<file path="config.mk">
export PLATFORM = sky130hd
export DESIGN_NAME = pipe_stage_reg
export DESIGN_NICKNAME = d
export VERILOG_FILES = /design/src/rtl/pipe_pkg.sv /design/src/rtl/pipe_sat_cnt.sv /design/src/rtl/pipe_stage_reg.sv
export SDC_FILE = /design/constraint.sdc
export NUM_CORES = 1
export LEC_CHECK = 0
export ABC_AREA = 0
export ABC_CLOCK_PERIOD_IN_PS = 4800
export CAP_MARGIN = 20
export CORE_MARGIN = 2
export CORE_UTILIZATION = 45
export DETAILED_ROUTE_END_ITERATION = 12
export PLACE_DENSITY = 0.76
export SLEW_MARGIN = 20
export SYNTH_ARGS = -nofsm -noshare
export SYNTH_HDL_FRONTEND = slang
export SYNTH_SLANG_ARGS = --single-unit
</file>
<file path="constraint.sdc">
create_clock -name clk_i -period 4.8 [get_ports clk_i]
set_input_delay 0.96 -clock clk_i [delete_from_list [all_inputs] [get_ports clk_i]]
set_output_delay 0.96 -clock clk_i [all_outputs]
set_load 0.01 [all_outputs]
</file>
<file path="src/rtl/pipe_pkg.sv">
// Shared definitions for the generic pipeline stage register: stage state
// encoding, MEM/WB field widths and statistics counter width.
package pipe_pkg;

  localparam int WB_DATA_W = 69;
  localparam int WB_CTRL_W = 2;
  localparam int STAT_W    = 32;

  typedef enum logic [1:0] {
    ST_EMPTY = 2'b00,
    ST_BUSY  = 2'b01,
    ST_FULL  = 2'b10
  } stageState_e;

  // A stage can take a new entry whenever the skid slot is still free.
  function automatic logic canAccept(input stageState_e st);
    return (st != ST_FULL);
  endfunction

endpackage

</file>
<file path="src/rtl/pipe_sat_cnt.sv">
// Saturating event counter with enable; sticks at all-ones instead of wrapping.
module pipe_sat_cnt
  import pipe_pkg::*;
(
  input  logic              clk_i,
  input  logic              rst_i,
  input  logic              en_i,
  output logic [STAT_W-1:0] cnt_o
);

  logic [STAT_W-1:0] cnt_r;
  logic              atMax_s;

  assign atMax_s = (cnt_r == {STAT_W{1'b1}});

  // Count enabled cycles until the counter reaches its ceiling.
  always_ff @(posedge clk_i or posedge rst_i) begin
    if (rst_i) begin
      cnt_r <= {STAT_W{1'b0}};
    end else if (en_i && !atMax_s) begin
      cnt_r <= cnt_r + {{(STAT_W-1){1'b0}}, 1'b1};
    end else begin
      cnt_r <= cnt_r;
    end
  end

  assign cnt_o = cnt_r;

endmodule

</file>
<file path="src/rtl/pipe_stage_reg.sv">
// Generic valid/ready pipeline stage register with a 2-entry skid buffer and
// synchronous flush. Define PIPE_STAGE_STATS_EN to add stall/bubble counters.
module pipe_stage_reg
  import pipe_pkg::*;
#(
  parameter int DATA_W = WB_DATA_W,
  parameter int CTRL_W = WB_CTRL_W
) (
  input  logic              clk_i,
  input  logic              rst_i,
  input  logic              flush_i,
  input  logic              valid_i,
  output logic              ready_o,
  input  logic [DATA_W-1:0] data_i,
  input  logic [CTRL_W-1:0] ctrl_i,
  output logic              valid_o,
  input  logic              ready_i,
  output logic [DATA_W-1:0] data_o,
  output logic [CTRL_W-1:0] ctrl_o
`ifdef PIPE_STAGE_STATS_EN
  ,
  output logic [STAT_W-1:0] stall_cnt_o,
  output logic [STAT_W-1:0] bubble_cnt_o
`endif
);

  stageState_e       state_r;
  stageState_e       stateNext_s;
  logic [DATA_W-1:0] mainData_r;
  logic [CTRL_W-1:0] mainCtrl_r;
  logic [DATA_W-1:0] skidData_r;
  logic [CTRL_W-1:0] skidCtrl_r;

  logic loadMainIn_s;
  logic loadMainSkid_s;
  logic loadSkid_s;
  logic clearCtrl_s;

  // Next-state and register-load decode; flush overrides every transfer.
  always_comb begin
    stateNext_s    = state_r;
    loadMainIn_s   = 1'b0;
    loadMainSkid_s = 1'b0;
    loadSkid_s     = 1'b0;
    clearCtrl_s    = 1'b0;
    if (flush_i) begin
      stateNext_s = ST_EMPTY;
      clearCtrl_s = 1'b1;
    end else begin
      case (state_r)
        ST_EMPTY: begin
          if (valid_i) begin
            loadMainIn_s = 1'b1;
            stateNext_s  = ST_BUSY;
          end else begin
            stateNext_s  = ST_EMPTY;
          end
        end
        ST_BUSY: begin
          if (valid_i && ready_i) begin
            loadMainIn_s = 1'b1;
            stateNext_s  = ST_BUSY;
          end else if (valid_i) begin
            loadSkid_s   = 1'b1;
            stateNext_s  = ST_FULL;
          end else if (ready_i) begin
            stateNext_s  = ST_EMPTY;
          end else begin
            stateNext_s  = ST_BUSY;
          end
        end
        ST_FULL: begin
          if (ready_i) begin
            loadMainSkid_s = 1'b1;
            stateNext_s    = ST_BUSY;
          end else begin
            stateNext_s    = ST_FULL;
          end
        end
        default: begin
          stateNext_s = ST_EMPTY;
        end
      endcase
    end
  end

  // Stage occupancy state.
  always_ff @(posedge clk_i or posedge rst_i) begin
    if (rst_i) begin
      state_r <= ST_EMPTY;
    end else begin
      state_r <= stateNext_s;
    end
  end

  // Head register: payload survives a flush so data_o holds its last value.
  always_ff @(posedge clk_i or posedge rst_i) begin
    if (rst_i) begin
      mainData_r <= {DATA_W{1'b0}};
      mainCtrl_r <= {CTRL_W{1'b0}};
    end else if (clearCtrl_s) begin
      mainData_r <= mainData_r;
      mainCtrl_r <= {CTRL_W{1'b0}};
    end else if (loadMainIn_s) begin
      mainData_r <= data_i;
      mainCtrl_r <= ctrl_i;
    end else if (loadMainSkid_s) begin
      mainData_r <= skidData_r;
      mainCtrl_r <= skidCtrl_r;
    end else begin
      mainData_r <= mainData_r;
      mainCtrl_r <= mainCtrl_r;
    end
  end

  // Skid register catches the entry accepted while downstream stalls.
  always_ff @(posedge clk_i or posedge rst_i) begin
    if (rst_i) begin
      skidData_r <= {DATA_W{1'b0}};
      skidCtrl_r <= {CTRL_W{1'b0}};
    end else if (clearCtrl_s) begin
      skidData_r <= skidData_r;
      skidCtrl_r <= {CTRL_W{1'b0}};
    end else if (loadSkid_s) begin
      skidData_r <= data_i;
      skidCtrl_r <= ctrl_i;
    end else begin
      skidData_r <= skidData_r;
      skidCtrl_r <= skidCtrl_r;
    end
  end

  // ready_o decodes state only, so ready_i never reaches it combinationally.
  assign ready_o = canAccept(state_r) & ~rst_i;
  assign valid_o = (state_r != ST_EMPTY);
  assign data_o  = mainData_r;
  assign ctrl_o  = valid_o ? mainCtrl_r : {CTRL_W{1'b0}};

`ifdef PIPE_STAGE_STATS_EN
  logic stallEn_s;
  logic bubbleEn_s;

  assign stallEn_s  = valid_o & ~ready_i;
  assign bubbleEn_s = ~valid_o & ~rst_i;

  pipe_sat_cnt u_stallCnt (
    .clk_i (clk_i),
    .rst_i (rst_i),
    .en_i  (stallEn_s),
    .cnt_o (stall_cnt_o)
  );

  pipe_sat_cnt u_bubbleCnt (
    .clk_i (clk_i),
    .rst_i (rst_i),
    .en_i  (bubbleEn_s),
    .cnt_o (bubble_cnt_o)
  );
`endif

endmodule

</file>
# Yosys cells after proc, flatten, opt, wreduce, memory -nomap -nowiden
# Index checks and enable logic that the tools add are counted.
totals:
  register_bits: 144
  wordCells: 45
classes:
  eq_ne: 3
  muxes: 26
  bitwise_logic: 3
  reduce_logical: 8
op_table:
  columns: ["op", "n"]
  rows:
  - ["$mux 69", 2]
  - ["$mux 2", 10]
  - ["$mux 1", 12]
  - ["$pmux 2 s3", 1]
  - ["$reduce_bool 2->1", 3]
  - ["$reduce_and 2->1", 2]
  - ["$reduce_bool 3->1", 1]
  - ["$eq 2x1->1 const B", 1]
  - ["$eq 2x2->1 const B", 1]
  - ["$logic_not 2->1", 1]
  - ["$ne 2x2->1 const B", 1]
  - ["$not 1->1", 2]
  - ["$pmux 1 s2", 1]
  - ["$and 1x1->1", 1]
  - ["$logic_and 1x1->1", 1]

# Depth between registers and ports, before layout
# Gate-level depths: netlist of run 1.
depth:
  depth_word: 6
  ltp_mapped: 8
  depth_no_buf: 5

# Worst setup path after synthesis of run 1
# OpenSTA, ideal clock, no wires.
synth_timing:
  path_type: "in2reg"
  startpoint: "in ready_i"
  endpoint: "reg skidData_r[34]"
  arrival_ps: 2085
  t_required_ps: 4675
  setup_slack_ps: 2590
  stages: 7
  cell_sequence: "inv_1 ha_1 nand2_1 nor2_2 buf_6 buf_6 mux2_2"
synth_between:
  elab_chain_len: 5
synth_rtl:
  columns: ["item", "line", "rtl"]
  rows:
  - ["from (decl)", "pipe_stage_reg.sv:17", "input logic ready_i,"]
  - ["$logic_and 1x1->1", "pipe_stage_reg.sv:60", "if (valid_i && ready_i) begin"]
  - ["$mux 1", "pipe_stage_reg.sv:60", null]
  - ["$mux 1", "pipe_stage_reg.sv:50", "case (state_r)"]
  - ["$mux 1", "pipe_stage_reg.sv:46", "if (flush_i) begin"]
  - ["$reduce_and 2->1 (no line)", null, null]
  - ["to (signal assigned)", "pipe_stage_reg.sv:119", "skidData_r <= {DATA_W{1'b0}};"]
  - ["to (signal assigned)", "pipe_stage_reg.sv:122", "skidData_r <= skidData_r;"]
  - ["to (signal assigned)", "pipe_stage_reg.sv:125", "skidData_r <= data_i;"]
  - ["to (decl)", "pipe_stage_reg.sv:31", "logic [DATA_W-1:0] skidData_r;"]
# No other way between the ends.
# A chain may end at the register's enable or synchronous reset.

# Worst setup path in the final report of run 1
layout_timing:
  startpoint: "in rst_i"
  endpoint: "out ready_o"
layout_between:
  elab_chain_len: 2
layout_rtl:
  columns: ["item", "line", "rtl"]
  rows:
  - ["from (decl)", "pipe_stage_reg.sv:10", "input logic rst_i,"]
  - ["$not 1->1", "pipe_stage_reg.sv:134", "assign ready_o = canAccept(state_r) & ~rst_i;"]
  - ["$and 1x1->1", "pipe_stage_reg.sv:134", null]
  - ["to (decl)", "pipe_stage_reg.sv:13", "output logic ready_o,"]
# No other way between the ends.

==> metrics, run 1 <==
WL final 14200 µm; max-cap violation count 0; Cells after Synth 487; unrepaired setup endpoints after global routing false; grt ovf 0; initial antenna violation count 0; VDD IR max 0.232 mV; Mapped Nets 565; DR DRC count 0; clk root buf clkbuf_16; Final WS setup 1.54 ns; Vias 4295; CP arrival 2.30 ns; DIE WIDTH 122 µm; die area 14800 µm²; crit-path max FO 2; Layout area overhead 36.0%; Worst Setup End Kind output pin; antenna viol nets, final 0; commonest non-fill, non-tap cell in the layout clkdlybuf4s50_1; layout cell share with drive strength beyond 1 18.2%; post_cts resized 0; Worst-Skew Late Latency 0.42 ns; Final TNS setup 0 ns; fin crit period 3.26 ns; crit path from rst_i; Synth cell types 25; Min Hold Slack 0.507 ns; biggest area consumer among synthesized cells dfrtp_1; Period Utilization, post-route 67.8%; fin util 63.2%; Rel. slew slack 36.5%; GRT Resource Usage Total 19.9%; dpl hpwl 9290 µm; num rows 42; worst r2r src state_r[1]; critical path class in -> out; pin count of the biggest net entering global routing 95; total power 4.47 mW; Yosys top cell area share 57.9%; I/O pin cnt 149; largest cells by area after synthesis dfrtp_1 58%, mux2_2 12%, mux2i_1 12%; dpl ws 1.35 ns; Worst setup endpoint ready_o; Fmax achieved 307 MHz; area of the mapped netlist 6230 µm²; Seq/Total Area, Yosys 57.9%; TritonCTS Buffers 17; pwr/cell area 528 nW/µm²; Worst-path clk slew 0.06 ns; NumNets Final 709; Crit Reg-Reg Endpoint data_o[19]; Max Transition Viols Final 0; CORE AREA 13400 µm²; clock tree from TritonCTS done; Setup Buffers After CTS 0; drt pass-1 iters 5; reg2reg setup slack 2.35 ns; outcome complete, no violations; Port Buf Inserts 148; Final setup viols 0; DR WL/cell 17.3 µm; Slew @ Worst Pin 0.951 ns; final instance area 8460 µm²; routability cong. 0.785; DP Area 7830 µm²; Final Hold Fails 0; vias in the first global route 4579; syn avg cell area 12.8 µm²; commonest cells after routing, fill and taps aside 148 x clkdlybuf4s50_1, 144 x dfrtp_1, 73 x mux2i_1; worst reg-to-reg path cell count 5; DR vias/cell 5.24; Yosys warnings 0; Cells after DPL 788; clk buf depth 2; CP Launch Type input pin; first-pass GRT wire length 22700 µm; Initial Util 46.5%; Crit path required time 3.84 ns; # hold bufs at CTS 0; DRT iter0 DRCs 273; CTS Sinks 144; Die Y 122 µm; Pleak 3.69 nW; CTS H-tree depth 4; HP Class reg -> reg; clk_skew 0.00544 ns; Layout Cells excl Fill 820; flip-flop and latch count after synthesis 144; n_diodes 0
synthesized netlist by cell type, drive strengths merged:
| library cell | n |
|---|---|
| nor2b | 1 |
| nand3 | 3 |
| nor3 | 1 |
| mux2 | 69 |
| o22ai | 69 |
| a21oi | 5 |
| and2b | 1 |
| nor2 | 5 |
| buf | 26 |
| a211oi | 2 |
| nand2 | 3 |
| and2 | 2 |
| clkbuf | 6 |
| or2 | 2 |
| o2bb2ai | 1 |
| inv | 72 |
| ha | 2 |
| mux2i | 73 |
| dfrtp | 144 |
area by class of cell:
type	count	area (µm²)
clock buffers	21	470
repair buffers	157	1600
multi-input cells	239	2140
inverters	72	274
clock inverters	11	160
well taps	176	220
fillers	1032	4940
flip-flops and latches	144	3600
worst max-delay path, stage by stage:
cell	delay, ns
clkdlybuf4s50_1	0.50
a21oi_1	0.24
clkdlybuf4s50_1	0.59
cell families (layout without fill, tap and decap cells):
| group | count (synthesis) | after routing | synth area share (%) |
|---|---|---|---|
| compound gates | 77 | 77 | 7.82 |
| fa+ha+maj | 2 | 2 | 0.402 |
| buf+inv | 104 | 261 | 7.98 |
| flops | 144 | 144 | 57.9 |
| mux | 142 | 142 | 24.2 |
| simple gates | 18 | 18 | 1.71 |
worst min-delay path by stage:
| stage | start | endpoint | slack [ns] | depth (start not counted) |
|---|---|---|---|---|
| 6_report | skidData_r[26] | skidData_r[26] | 0.51 | 1 |
| 4_1_cts | skidData_r[34] | skidData_r[34] | 0.51 | 1 |
| 3_3_place_gp | skidData_r[67] | skidData_r[67] | 0.49 | 1 |
| 3_5_place_dp | skidData_r[37] | skidData_r[37] | 0.50 | 1 |
| 2_1_floorplan | skidData_r[0] | skidData_r[0] | 0.48 | 1 |
| 5_1_grt | skidData_r[20] | skidData_r[20] | 0.52 | 1 |
state kept, by name (all words and copies together) (netlist names):
signal and cells:
state_r 2, skidCtrl_r 2, data_o 69, mainCtrl_r 2
skidData_r 69
layer usage:
metal / vias up / GRT usage (%) / part of all wire [%]
met2: 147 / 32.2 / 48
met1: 2144 / 26.0 / 45
met3: 26 / 4.35 / 5.4
li1: 1978 / - / -
met4: 0 / 8.91 / 2.1
met5: - / 0 / 0
power by group:
part	switching (mW)	internal, mW	leakage [nW]
logic	0.509	0.734	1.59
clock network	0.486	0.906	0.309
registers	0.232	1.61	1.79
No activity file was read; power rests on OpenSTA's default activity.
==> run 2, diff against run 1 <==
- ABC_CLOCK_PERIOD_IN_PS: 4800 -> 2700
- clock period: 4.8 -> 2.7 ns (I/O delays scaled with it)
==> metrics, run 2 (synthesis results as in run 1) <==
CP arrival 1.88 ns (was 2.30 ns); CTS H-tree depth 4 (unchanged); Pleak 3.70 nW (was 3.69 nW); NumNets Final 713 (was 709); DRT iter0 DRCs 269 (was 273); crit-path max FO 7 (was 2); hold_sp skidData_r[59] (was skidData_r[26]); commonest cells after routing, fill and taps aside 148 x clkdlybuf4s50_1, 144 x dfrtp_1, 73 x mux2i_1 (unchanged); Die Y 122 µm (unchanged); initial antenna violation count 0 (unchanged); layout cell share with drive strength beyond 1 18.5% (was 18.2%); outcome complete, no violations (unchanged); pin count of the biggest net entering global routing 55 (was 95); clock tree from TritonCTS done (unchanged); critical-path cell list or2_2, and2_1, clkdlybuf4s50_1 (was clkdlybuf4s50_1, a21oi_1, clkdlybuf4s50_1); Fmax achieved 413 MHz; CP Launch Type flop (was input pin); pwr/cell area 910 nW/µm² (was 528 nW/µm²); antenna viol nets, final 0 (unchanged); unrepaired setup endpoints after global routing false (unchanged); post_cts resized 0 (unchanged); WL final 14200 µm (about the same); Worst Setup End Kind output pin (unchanged); DR DRC count 0 (unchanged); Vias 4228 (was 4295); # hold bufs at CTS 0 (unchanged); GRT Resource Usage Total 20.3% (was 19.9%); DR WL/cell 17.2 µm (was 17.3 µm); Cells after DPL 792 (was 788); Layout area overhead 36.5% (was 36.0%); worst r2r src state_r[1] (unchanged); Setup Buffers After CTS 0 (unchanged); vias in the first global route 4581 (was 4579); drt pass-1 iters 4 (was 5); clk_skew 0.00518 ns (was 0.00544 ns); commonest non-fill, non-tap cell in the layout clkdlybuf4s50_1 (unchanged); Port Buf Inserts 148 (unchanged); Worst-path clk slew 0.06 ns (about the same); grt ovf 0 (unchanged); DIE WIDTH 122 µm (unchanged); VDD IR max 0.465 mV (was 0.232 mV); Final TNS setup 0 ns (unchanged); Final Hold Fails 0 (unchanged); CTS Sinks 144 (unchanged); clk root buf clkbuf_16 (unchanged); Layout Cells excl Fill 823 (was 820); number of fill cells 1019 (was 1032); num rows 42 (unchanged); n_diodes 0 (unchanged); Worst-Skew Late Latency 0.42 ns (about the same); CORE AREA 13400 µm² (unchanged); first-pass GRT wire length 23100 µm (was 22700 µm); slowest cell on the critical path dfrtp_1 (was clkdlybuf4s50_1); DR vias/cell 5.14 (was 5.24); Period Utilization, post-route 89.6%; Initial Util 46.5% (unchanged); clk buf depth 2 (unchanged); critical path class reg -> out (was in -> out); Crit path required time 2.16 ns (was 3.84 ns); TritonCTS Buffers 17 (unchanged); I/O pin cnt 149 (unchanged); max-cap violation count 0 (unchanged); die area 14800 µm² (unchanged); dpl hpwl 9400 µm (was 9290 µm); HP Class reg -> reg (unchanged); Max Transition Viols Final 0 (unchanged); Final setup viols 0 (unchanged); Rel. slew slack 50.3% (was 36.5%); Slew @ Worst Pin 0.743 ns (was 0.951 ns); fin crit period 2.42 ns; crit path from state_r[1] (was rst_i); routability cong. 0.748 (was 0.785); Crit path largest cell delay 0.48 ns (was 0.59 ns)
[run 2: cell types whose count changed in the layout (fill, tap and decap cells not counted)]
cell,delta
bufinv_16,-2
buf_12,+5
clkbuf_8,-1
clkinv_2,+1
inv_6,+1
buf_4,-1
[run 2: layer usage]
| layer | up-vias | global-route usage [%] | part of all wire (%) |
|---|---|---|---|
| li1 | 1983 | - | - |
| met5 | - | 0 | 0 |
| met1 | 2110 | 26.9 | 45 |
| met2 | 118 | 32.5 | 49 |
| met3 | 17 | 4.78 | 5.1 |
| met4 | 0 | 7.97 | 1.5 |
[run 2: path summary, 6_finish.rpt]
path / endpoint / slack (ns) / cells past startpoint
worst max-delay path: ctrl_o[1] / 0.28 / 3
worst min-delay path: skidData_r[59] / 0.50 / 1
worst max register to register: data_o[60] / 0.73 / 5
worst min register to register: skidData_r[59] / 0.50 / 1
max in group asynchronous: skidData_r[62] / 1.35 / 3
min in group asynchronous: data_o[22] / 0.69 / 2
[run 2: cell type report]
cell class	instances	area, µm²	share of cell area [%]
Timing Repair Buffer	161	1690	19.9
Clock inverter	11	114	1.34
Sequential cell	144	3600	42.4
Clock buffer	20	457	5.37
Inverter	72	274	3.22
Multi-Input combinational cell	239	2140	25.2
Tap cell	176	220	2.59
[run 2: per-stage QoR]
step | area (µm²) | util [%] | total power [mW] | setup slack (ns) | hold slack [ns]
global route | 8500 | 63.4 | 8.18 | 0.213 | 0.522
CTS | 8500 | 63.4 | 7.82 | 0.269 | 0.510
global placement | 7930 | 59.2 | 5.40 | 0.269 | 0.489
detailed placement | 7930 | 59.2 | 5.52 | 0.192 | 0.497
floorplan | 6230 | - | 4.30 | 0.355 | 0.481
finish | 8500 | 63.4 | 7.73 | 0.281 | 0.505
[run 2: report_power, final]
part / switching, mW / total, mW / internal, mW
clock network: 0.861 / 2.26 / 1.39
registers: 0.397 / 3.25 / 2.85
logic: 0.902 / 2.22 / 1.32
[run 2: worst max-delay path: cells and delay by family (launching register included)]
family	cells	cell delay [ns]
AND/OR/NAND/NOR	2	0.52
flip-flops	1	0.48
buffers and inverters	1	0.47
==> run 3, diff against run 2 <==
- RECOVER_POWER: default -> 25
==> metrics, run 3 (synthesis results as in run 1) <==
post_cts resized 0 (unchanged); Rel. slew slack 2.99% (was 50.3%); Max Transition Viols Final 0 (unchanged); CTS Sinks 144 (unchanged); dpl hpwl 9400 µm (unchanged); VDD IR max 0.467 mV (was 0.465 mV); clk buf depth 2 (unchanged); Final WS setup 0.252 ns (was 0.281 ns); Hold Path Sink skidData_r[59] (unchanged); GRT Resource Usage Total 20.3% (unchanged); Crit Reg-Reg Endpoint data_o[60] (unchanged); num rows 42 (unchanged); Pleak 3.69 nW (was 3.70 nW); Die Y 122 µm (unchanged); Slew @ Worst Pin 1.45 ns (was 0.743 ns); clock tree from TritonCTS done (unchanged); HP Class reg -> reg (unchanged); WL final 14200 µm (about the same); Fmax achieved 408 MHz (was 413 MHz); vias in the first global route 4581 (unchanged); unrepaired setup endpoints after global routing false (unchanged); commonest cells after routing, fill and taps aside 146 x clkdlybuf4s50_1, 144 x dfrtp_1, 73 x mux2i_1 (was 148 x clkdlybuf4s50_1, 144 x dfrtp_1, 73 x mux2i_1); Worst Setup End Kind output pin (unchanged); die area 14800 µm² (unchanged); final instance area 8470 µm² (was 8500 µm²); pwr/cell area 912 nW/µm² (was 910 nW/µm²); hold_sp skidData_r[59] (unchanged); DR vias/cell 5.16 (was 5.14); Final Hold Fails 0 (unchanged); Worst-Skew Late Latency 0.42 ns (about the same); number of fill cells 1027 (was 1019); Layout area overhead 36.1% (was 36.5%); clk root buf clkbuf_16 (unchanged); Worst-path clk slew 0.06 ns (about the same); initial antenna violation count 0 (unchanged); Port Buf Inserts 148 (unchanged); crit-path max FO 2 (was 7); antenna viol nets, final 0 (unchanged); worst r2r src state_r[1] (unchanged); pin count of the biggest net entering global routing 55 (unchanged); NumNets Final 713 (unchanged); TritonCTS Buffers 17 (unchanged); critical path class in -> out (was reg -> out); CORE AREA 13400 µm² (unchanged); routability cong. 0.748 (unchanged); layout cell share with drive strength beyond 1 18.2% (was 18.5%); dpl ws 0.192 ns (unchanged); first-pass GRT wire length 23100 µm (unchanged); DRT iter0 DRCs 247 (was 269); Worst Hold Path Cells 1 (unchanged); Final setup viols 0 (unchanged); Crit path required time 2.16 ns (about the same); grt ovf 0 (unchanged); DP Area 7930 µm² (unchanged); Initial Util 46.5% (unchanged); # hold bufs at CTS 0 (unchanged); Vias 4250 (was 4228); worst reg-to-reg path cell count 5 (unchanged); fin crit period 2.45 ns (was 2.42 ns); CTS H-tree depth 4 (unchanged); I/O pin cnt 149 (unchanged); commonest non-fill, non-tap cell in the layout clkdlybuf4s50_1 (unchanged); outcome complete, no violations (unchanged); Period Utilization, post-route 90.7% (was 89.6%); CP arrival 1.91 ns (was 1.88 ns); max-cap violation count 0 (unchanged); DIE WIDTH 122 µm (unchanged); clk_skew 0.00580 ns (was 0.00518 ns); DR DRC count 0 (unchanged); Setup Buffers After CTS 0 (unchanged); reg2reg setup slack 0.74 ns (was 0.73 ns); DR WL/cell 17.2 µm (about the same); CP Launch Type input pin (was flop); drt pass-1 iters 4 (unchanged); n_diodes 0 (unchanged); Final TNS setup 0 ns (unchanged)
==> run 3: cell count changes in the layout (fill, tap and decap cells not counted), moves of 2 or more <==
cell             previous run  this run
clkbuf_1                    1         3
clkdlybuf4s50_1           148       146
buf_4                       4         1
dlygate4sd3_1               0         2
==> run 3: worst max-delay path by stage <==
stage | start | endpoint | slack, ns | cells after the start
2_1_floorplan | rst_i | data_o[0] | 0.35 | 1
3_3_place_gp | ready_i | skidData_r[2] | 0.27 | 7
3_5_place_dp | valid_i | data_o[43] | 0.19 | 7
4_1_cts | rst_i | ready_o | 0.27 | 3
5_1_grt | rst_i | ready_o | 0.18 | 3
6_report | rst_i | ready_o | 0.25 | 3
==> run 3: layout make-up <==
class	count	area (µm²)	share of cell area [%]
Clock buffer	20	457	5.39
Sequential cell	144	3600	42.5
Multi-Input combinational cell	239	2140	25.2
Inverter	72	272	3.20
Tap cell	176	220	2.60
Clock inverter	11	114	1.34
Timing Repair Buffer	161	1670	19.7
==> run 3: report_power, final <==
group          total [mW]  switching (mW)  internal [mW]
clock network        2.26           0.865           1.39
registers            3.25           0.398           2.85
logic                2.22           0.901           1.32
==> run 3: worst max-delay path: stages <==
cell	delay [ns]
dlygate4sd3_1	0.59
a21oi_1	0.20
clkdlybuf4s50_1	0.57
==> run 3: per-stage QoR <==
stage / utilization [%] / power (mW) / cells / hold slack [ns]
floorplan: - / 4.30 / 487 / 0.481
global placement: 59.2 / 5.40 / 792 / 0.489
detailed placement: 59.2 / 5.52 / 792 / 0.497
CTS: 63.4 / 7.82 / 823 / 0.510
global route: 63.2 / 8.17 / 823 / 0.522
finish: 63.2 / 7.73 / 823 / 0.505
==> run 3: metal layers <==
metal	track usage (%)	share of wire [%]
met5	0	0
met1	26.9	45
met4	7.97	1.6
met3	4.78	5.2
met2	32.5	49
